### src/rtl/m_regfile_pkg.sv
// Shared core package: register index type, sizes and the decoded bundle.
// Imported by the register file, its scoreboard and its bus interface.
package m_regfile_pkg;

   localparam int NREGS = 32;
   localparam int WIDTH = 32;

   typedef logic [4:0]       t_ridx;
   typedef logic [WIDTH-1:0] t_word;

   typedef struct packed {
      t_ridx rd;
      t_ridx rs;
      t_ridx rq;
      logic  rd_valid;
      t_word imm;
   } s_decoded;

endpackage

### src/rtl/m_regfile_if.sv
// Register file bus: read ports, reservation and writeback handshakes.
// master = decoder/writeback side, slave = the register file.
interface m_regfile_if
   import m_regfile_pkg::*;
#(
   parameter int WIDTH = m_regfile_pkg::WIDTH
);
   t_ridx            rs_sel;
   logic [WIDTH-1:0] rs_out;
   logic             rs_busy;
   t_ridx            rq_sel;
   logic [WIDTH-1:0] rq_out;
   logic             rq_busy;
   logic             rsv_valid;
   t_ridx            rsv_sel;
   logic             rsv_ready;
   logic             wr_valid;
   t_ridx            wr_sel;
   logic [WIDTH-1:0] wr_data;
   logic             wr_err;
   logic             flush;

   modport master (
      output rs_sel, rq_sel, rsv_valid, rsv_sel,
      output wr_valid, wr_sel, wr_data, flush,
      input  rs_out, rq_out, rs_busy, rq_busy,
      input  rsv_ready, wr_err
   );

   modport slave (
      input  rs_sel, rq_sel, rsv_valid, rsv_sel,
      input  wr_valid, wr_sel, wr_data, flush,
      output rs_out, rq_out, rs_busy, rq_busy,
      output rsv_ready, wr_err
   );
endinterface

### src/rtl/m_regfile_scoreboard.sv
// Pending-write scoreboard: busy vector, reservation accept, stray-write flag.
// r0 is never reserved; flush drops every pending reservation.
module m_scoreboard
   import m_regfile_pkg::*;
#(
   parameter int NREGS = m_regfile_pkg::NREGS
) (
   input  logic  clk,
   input  logic  rst,
   input  t_ridx i_rs_sel,
   input  t_ridx i_rq_sel,
   input  logic  i_rsv_valid,
   input  t_ridx i_rsv_sel,
   input  logic  i_wr_valid,
   input  t_ridx i_wr_sel,
   input  logic  i_flush,
   output logic  o_rs_busy,
   output logic  o_rq_busy,
   output logic  o_rsv_ready,
   output logic  o_wr_err
);
   logic [NREGS-1:0] r_busy;
   logic [NREGS-1:0] w_busy_nxt;
   logic             r_wr_err;
   logic             w_err_nxt;

   assign o_rsv_ready = i_rsv_valid & ~r_busy[i_rsv_sel] & ~i_flush;
   assign o_rs_busy   = r_busy[i_rs_sel]
                      & ~(i_wr_valid & (i_wr_sel == i_rs_sel));
   assign o_rq_busy   = r_busy[i_rq_sel]
                      & ~(i_wr_valid & (i_wr_sel == i_rq_sel));
   assign o_wr_err    = r_wr_err;

   // Writes to r0 are discarded, so they are never reported as stray.
   assign w_err_nxt = i_wr_valid & (i_wr_sel != '0)
                    & ~r_busy[i_wr_sel] & ~i_flush;

   always_comb begin
      w_busy_nxt = r_busy;
      if (i_flush) begin
         w_busy_nxt = '0;
      end else begin
         if (i_wr_valid)
            w_busy_nxt[i_wr_sel] = 1'b0;
         if (o_rsv_ready && (i_rsv_sel != '0))
            w_busy_nxt[i_rsv_sel] = 1'b1;
      end
   end

   always_ff @(posedge clk) begin
      if (rst) begin
         r_busy   <= '0;
         r_wr_err <= 1'b0;
      end else begin
         r_busy   <= w_busy_nxt;
         r_wr_err <= w_err_nxt;
      end
   end
endmodule

### src/rtl/m_regfile.sv
// Architectural register file: two bypassed combinational read ports,
// one writeback port, and a scoreboard tracking reserved destinations.
module m_regfile
   import m_regfile_pkg::*;
#(
   parameter int NREGS = m_regfile_pkg::NREGS,
   parameter int WIDTH = m_regfile_pkg::WIDTH
) (
   input logic         clk,
   input logic         rst,
   m_regfile_if.slave  bus
);
   logic [WIDTH-1:0] r_regs [NREGS];
   logic [WIDTH-1:0] w_rs_data;
   logic [WIDTH-1:0] w_rq_data;
   logic             w_rs_byp;
   logic             w_rq_byp;

   assign w_rs_byp = bus.wr_valid & (bus.wr_sel == bus.rs_sel);
   assign w_rq_byp = bus.wr_valid & (bus.wr_sel == bus.rq_sel);

   always_comb begin
      w_rs_data = r_regs[bus.rs_sel];
      w_rq_data = r_regs[bus.rq_sel];
      if (w_rs_byp)
         w_rs_data = bus.wr_data;
      if (w_rq_byp)
         w_rq_data = bus.wr_data;
      if (bus.rs_sel == '0)
         w_rs_data = '0;
      if (bus.rq_sel == '0)
         w_rq_data = '0;
   end

   assign bus.rs_out = w_rs_data;
   assign bus.rq_out = w_rq_data;

   always_ff @(posedge clk) begin
      if (rst) begin
         for (int i = 0; i < NREGS; i++)
            r_regs[i] <= '0;
      end else if (bus.wr_valid && (bus.wr_sel != '0)) begin
         r_regs[bus.wr_sel] <= bus.wr_data;
      end
   end

   m_scoreboard #(
      .NREGS (NREGS)
   ) u_sb (
      .clk         (clk),
      .rst         (rst),
      .i_rs_sel    (bus.rs_sel),
      .i_rq_sel    (bus.rq_sel),
      .i_rsv_valid (bus.rsv_valid),
      .i_rsv_sel   (bus.rsv_sel),
      .i_wr_valid  (bus.wr_valid),
      .i_wr_sel    (bus.wr_sel),
      .i_flush     (bus.flush),
      .o_rs_busy   (bus.rs_busy),
      .o_rq_busy   (bus.rq_busy),
      .o_rsv_ready (bus.rsv_ready),
      .o_wr_err    (bus.wr_err)
   );
endmodule

### src/flat_wrapper.sv
// flat-port wrapper written by rule: the top's interface ports become plain ports
module m_regfile_flat import m_regfile_pkg::*;
#(
   parameter int NREGS = m_regfile_pkg::NREGS,
   parameter int WIDTH = m_regfile_pkg::WIDTH
)
  (clk, rst, bus_rs_sel, bus_rq_sel, bus_rsv_valid, bus_rsv_sel, bus_wr_valid, bus_wr_sel, bus_wr_data, bus_flush, bus_rs_out, bus_rq_out, bus_rs_busy, bus_rq_busy, bus_rsv_ready, bus_wr_err);
  m_regfile_if #(.WIDTH(WIDTH)) bus_i ();
  input logic clk;
  input logic rst;
  input wire logic [$bits(bus_i.rs_sel)-1:0] bus_rs_sel;
  input wire logic [$bits(bus_i.rq_sel)-1:0] bus_rq_sel;
  input wire logic [$bits(bus_i.rsv_valid)-1:0] bus_rsv_valid;
  input wire logic [$bits(bus_i.rsv_sel)-1:0] bus_rsv_sel;
  input wire logic [$bits(bus_i.wr_valid)-1:0] bus_wr_valid;
  input wire logic [$bits(bus_i.wr_sel)-1:0] bus_wr_sel;
  input wire logic [$bits(bus_i.wr_data)-1:0] bus_wr_data;
  input wire logic [$bits(bus_i.flush)-1:0] bus_flush;
  output wire logic [$bits(bus_i.rs_out)-1:0] bus_rs_out;
  output wire logic [$bits(bus_i.rq_out)-1:0] bus_rq_out;
  output wire logic [$bits(bus_i.rs_busy)-1:0] bus_rs_busy;
  output wire logic [$bits(bus_i.rq_busy)-1:0] bus_rq_busy;
  output wire logic [$bits(bus_i.rsv_ready)-1:0] bus_rsv_ready;
  output wire logic [$bits(bus_i.wr_err)-1:0] bus_wr_err;
  assign bus_i.rs_sel = bus_rs_sel;
  assign bus_i.rq_sel = bus_rq_sel;
  assign bus_i.rsv_valid = bus_rsv_valid;
  assign bus_i.rsv_sel = bus_rsv_sel;
  assign bus_i.wr_valid = bus_wr_valid;
  assign bus_i.wr_sel = bus_wr_sel;
  assign bus_i.wr_data = bus_wr_data;
  assign bus_i.flush = bus_flush;
  assign bus_rs_out = bus_i.rs_out;
  assign bus_rq_out = bus_i.rq_out;
  assign bus_rs_busy = bus_i.rs_busy;
  assign bus_rq_busy = bus_i.rq_busy;
  assign bus_rsv_ready = bus_i.rsv_ready;
  assign bus_wr_err = bus_i.wr_err;
  m_regfile #(.NREGS(NREGS), .WIDTH(WIDTH)) u_core (.clk(clk), .rst(rst), .bus(bus_i));
endmodule
### config.mk
export PLATFORM = sky130hd
export DESIGN_NAME = m_regfile_flat
export DESIGN_NICKNAME = d
export VERILOG_FILES = /design/src/rtl/m_regfile_pkg.sv /design/src/rtl/m_regfile_if.sv /design/src/rtl/m_regfile_scoreboard.sv /design/src/rtl/m_regfile.sv /design/src/flat_wrapper.sv
export SDC_FILE = /design/constraint.sdc
export NUM_CORES = 2
export LEC_CHECK = 0
export BUFFER_PORTS_ARGS = -buffer_cell sky130_fd_sc_hd__buf_4
export CAP_MARGIN = 20
export CORE_UTILIZATION = 50
export CTS_CLUSTER_SIZE = 40
export DETAILED_ROUTE_END_ITERATION = 10
export PLACE_DENSITY = 0.65
export SYNTH_ARGS = -nofsm -noshare
export SYNTH_HDL_FRONTEND = slang
export SYNTH_SLANG_ARGS = --single-unit
### constraint.sdc
create_clock -name clk -period 10.28 [get_ports clk]
set_input_delay 1.028 -clock clk [delete_from_list [all_inputs] [get_ports clk]]
set_output_delay 1.028 -clock clk [all_outputs]
set_load 0.02 [all_outputs]
==> impl_summary.md <==
Worst setup path
The critical path data arrival time is between 4 and 5 ns. The slowest stage of the critical path is the sky130_fd_sc_hd__nand3_1 cell. The worst setup path is captured at a primary output. Counting both buffers and inverters, the worst setup path holds a total of 4.

Traced cell by cell, the critical path runs through buf_4 -> buf_4 -> nor3_1 -> nand2_2 -> buf_4 -> nand3_1 -> o211ai_1 -> buf_4. The worst setup path is launched from an input pin. The most frequent cell on the critical path is sky130_fd_sc_hd__buf_4. The largest fanout on the critical path is 38. For the worst setup path, the data required time is 9.25 ns. Grouping stages by cell kind, the critical path spends the most delay in buffers and inverters. The worst setup path is of the input pin to primary output kind.

In this design, the stage delay of the slowest critical-path cell is 0.79 ns.

Global routing
The wire length of the first global-routing pass is ~280000 µm. The number of antenna violations at the first check in global routing is 15. For this run, the total global-route usage over all layers was measured as a little over a third. Entering global routing, the biggest net connects 96 pins. For this run the aggregate overflow at the end of global routing stands at 0. The number of global-route vias before repair is roughly 36000.

Pwr
The switching component of the power is ~2700 µW. In this run, flip-flops and latches consume between 40% and 50% of the power. The internal cell power is ~7700 µW. Dividing total power by cell area gives a power density of about 160 nW/µm². The portion of total power attributed to the clock network is a little under two fifths. The power share of the combinational group is between 10% and 20%. The net switching share of the total power is roughly a quarter.

IR analysis of the VDD net gives a maximum drop of about 0.14 mV. For this design the static power due to leakage is between 0.02 and 0.025 µW.

Placement
At the end of routability-driven placement, the weighted congestion stood at around 0.88. The number of placed instances with taps included is between 5000 and 6000. The number of I/O port buffers is approximately 120. The final HPWL from detailed placement is 115800 µm. The post-place instance area is 59300 µm².

Drt
The final route contains 37540 vias. The first detailed-routing pass took 5 iterations. The detail-routed via count per cell is 7.057.

The detailed router finished its first iteration with ~6200 violations. For this run, design rule violations remaining after detail routing come to 0. The detail route stage leaves a number of antenna-violating nets equal to 0. The total routed wirelength is just over 200000 µm. Dividing the detail-routed wire length by the instance count gives just under 40 µm.

Clock network
For the worst-skew pair, the clock arrives at the later sink with an insertion delay of roughly 0.7 ns. The post-CTS resize count is 0. The number of buffers between clock root and the deepest sink is 3. The number of buffers inserted for hold repair after clock tree synthesis is 0. The clock root buffer is sky130_fd_sc_hd__clkbuf_16. The maximum level of the CTS H-tree is 3. The total clock sinks is around 1100. The TritonCTS clock tree is built. The number of buffers added for setup after CTS is 0. Buffers inserted during clock tree synthesis total roughly 110. The clock slew seen by the registers of the worst setup and hold paths is 0.06 ns.

Synthesis
For this run, the leading register cell type out of synthesis is sky130_fd_sc_hd__edfxtp_1. Summed over its instances, the top area cell type makes up 54.10% of the synthesized netlist area. sky130_fd_sc_hd__edfxtp_1 takes more of the synthesized area than any other cell.

The count of cell types in the netlist is 50. The most common cell in the synthesized netlist is sky130_fd_sc_hd__edfxtp_1. The count of flip-flops with a built-in enable after synthesis is roughly 1000. A synthesized cell averages ~15 µm². The synthesized netlist devotes 13.26% of its cell area to simple gates. Measured against the total synthesized area, the mux share comes to 23.96%. By count the netlist is led by sky130_fd_sc_hd__edfxtp_1, sky130_fd_sc_hd__and2_1, sky130_fd_sc_hd__mux4_2. The yosys synthesis warning count is 0.

The cell area that synthesis handed to floorplanning was around 57000 µm². The share of the synthesized area in compound gates (AO/OA/AOI/OAI) is under 10%. Counting flops and latches in the post-synthesis netlist gives roughly 1100. After synthesis, the cell types taking the most area are sky130_fd_sc_hd__edfxtp_1, sky130_fd_sc_hd__mux4_2, sky130_fd_sc_hd__and2_1, sky130_fd_sc_hd__clkbuf_1, sky130_fd_sc_hd__mux2i_1. The parity-gate share of the synthesized area counting xor and xnor cells is less than 1%.

Of the total synthesized cell area, the portion taken by full adders, half adders and majority gates is 0%. In the synthesized netlist, the number of instances is 3766. Of all flip-flops after synthesis, the portion carrying an async set or reset was 0%. Sequential cells were found to cover a little under three fifths of the synthesized design area. After synthesis, the largest family of logic cells by area is multiplexers.

Timing
Setup repair after global routing left no endpoint under its margin. The actual transition at the worst max-transition pin is 1.135 ns. The maximum operating frequency is 0.1784 GHz. Dividing the final minimum period by the clock period gives 54.52%.

The final worst clock skew is ~0.0035 ns. The minimum clock period is approximately 5.6 ns. The tightest slew margin relative to the limit is between 20 and 25%. The number of pins exceeding their max-slew limit in the final report came to 0. The final number of hold-violating endpoints is 0.

Summed over all failing endpoints, the final setup total negative slack is 0 ns. The final count of negative-setup-slack endpoints is 0.

Floorplanning
The die is 339.2 µm wide. From bottom edge to top edge, the die measures ~340 µm. The site row count is between 100 and 150.

The floorplan step defined a die boundary enclosing approximately 120000 µm². The floorplan core area is between 100000 and 150000 µm². about 130 I/O pins were placed. The initial standard-cell utilization of the core is between 50% and 60%.

Run
The max-capacitance violation count is 0.

Cells and area
The final layout contains around 3800 nets. The number of non-filler instances in the completed layout is about 5300. The count of fill cells added during filler insertion is 8948.

Cells with a size suffix above 1 make up between 20% and 30% of the layout. The area added between synthesis and finish is 10.26%. Once layout is done, the placed cells without fillers occupy 62670 µm².

Hold path
The class of the worst hold path is register to register.

Status
The flow ran to the end, and the final reports show no timing, DRC or antenna violations.
[worst paths after layout]
| check | startpoint | endpoint | slack (ns) | cells after the start |
|---|---|---|---|---|
| worst max-delay path | bus_rs_sel[4] | bus_rs_out[20] | 4.68 | 8 |
| worst min-delay path | u_core.u_sb.r_busy[0] | u_core.u_sb.r_busy[0] | 0.48 | 1 |
| worst max register to register | u_core.u_sb.r_busy[14] | u_core.u_sb.r_busy[12] | 7.94 | 6 |
| worst min register to register | u_core.u_sb.r_busy[0] | u_core.u_sb.r_busy[0] | 0.48 | 1 |
[cell usage in the layout (no fill, tap or decap), types with 25 or more instances in the layout]
| master | n |
|---|---|
| sky130_fd_sc_hd__a22o_1 | 34 |
| sky130_fd_sc_hd__a22oi_1 | 36 |
| sky130_fd_sc_hd__and2_1 | 995 |
| sky130_fd_sc_hd__buf_4 | 217 |
| sky130_fd_sc_hd__clkbuf_1 | 40 |
| sky130_fd_sc_hd__clkbuf_16 | 114 |
| sky130_fd_sc_hd__clkinv_1 | 25 |
| sky130_fd_sc_hd__conb_1 | 32 |
| sky130_fd_sc_hd__dfxtp_1 | 33 |
| sky130_fd_sc_hd__edfxtp_1 | 1024 |
| sky130_fd_sc_hd__mux2i_1 | 92 |
| sky130_fd_sc_hd__mux4_2 | 549 |
| sky130_fd_sc_hd__nand2_1 | 41 |
| sky130_fd_sc_hd__nand3_1 | 39 |
| sky130_fd_sc_hd__nor2_1 | 51 |
| sky130_fd_sc_hd__nor2_4 | 32 |
| sky130_fd_sc_hd__o211ai_1 | 38 |
| sky130_fd_sc_hd__o21ai_0 | 46 |
| sky130_fd_sc_hd__o22ai_1 | 109 |
| sky130_fd_sc_hd__or2_2 | 28 |
[sequential cells by signal (all words and copies together), names as in the netlist]
signal / count
u_core.u_sb.r_busy: 32
u_core.r_regs: 1024
u_core.u_sb.o_wr_err: 1
[per-layer routing]
| layer | track usage [%] | wire, µm | up-vias |
|---|---|---|---|
| met5 | 0 | 68 | - |
| met4 | 16.23 | 10680 | 10 |
| met3 | 9.689 | 27330 | 590 |
| met2 | 54.21 | 93730 | 2998 |
| met1 | 47.98 | 73940 | 19390 |
| li1 | - | - | 14550 |
[kinds of logic after synthesis]
family | after synthesis
xor+xnor | 10
compound gates | 360
mux | 660
simple gates | 1265
flops | 1057
other cells | 1
buf+inv | 413
[through the flow]
stage | util (%) | total power (µW) | setup slack (ns) | hold slack, ns
final | 55.63 | 10330 | 4.676 | 0.4816
after global routing | 55.62 | 10550 | 4.585 | 0.5153
after CTS | 55.62 | 10310 | 4.853 | 0.4808
after detailed placement | 52.64 | 6512 | 4.867 | 0.4727
after global placement | 52.64 | 6493 | 4.883 | 0.4706
after floorplan | - | 5945 | 6.255 | 0.4457
[final cells by class]
| class | instances | area, µm² | area share, % |
|---|---|---|---|
| inverter | 4 | 15.01 | 0.02396 |
| multi-input combinational | 2327 | 24220 | 38.64 |
| timing repair buffer | 226 | 1780 | 2.841 |
| clock buffer | 154 | 3003 | 4.791 |
| tap | 1500 | 1877 | 2.995 |
| sequential | 1057 | 31410 | 50.12 |
| antenna | 7 | 17.52 | 0.02795 |
| clock inverter | 44 | 351.6 | 0.5610 |
[worst reg2reg max path: cells and delay by family, from the launching register on]
family | cells | cell delay (ns)
compound gates | 3 | 0.60
mux | 1 | 0.57
simple gates | 1 | 0.54
flops | 1 | 0.35
buf+inv | 1 | 0.21
[power by group through the flow]
stage               clock network (µW)  logic, µW  registers, µW
global route                      4040       1420           5090
CTS                               3880       1360           5060
global placement                     0       1360           5140
floorplan                            0        839           5110
finish                            3880       1390           5070
detailed placement                   0       1360           5150
Power figures use the tool's default switching activity.
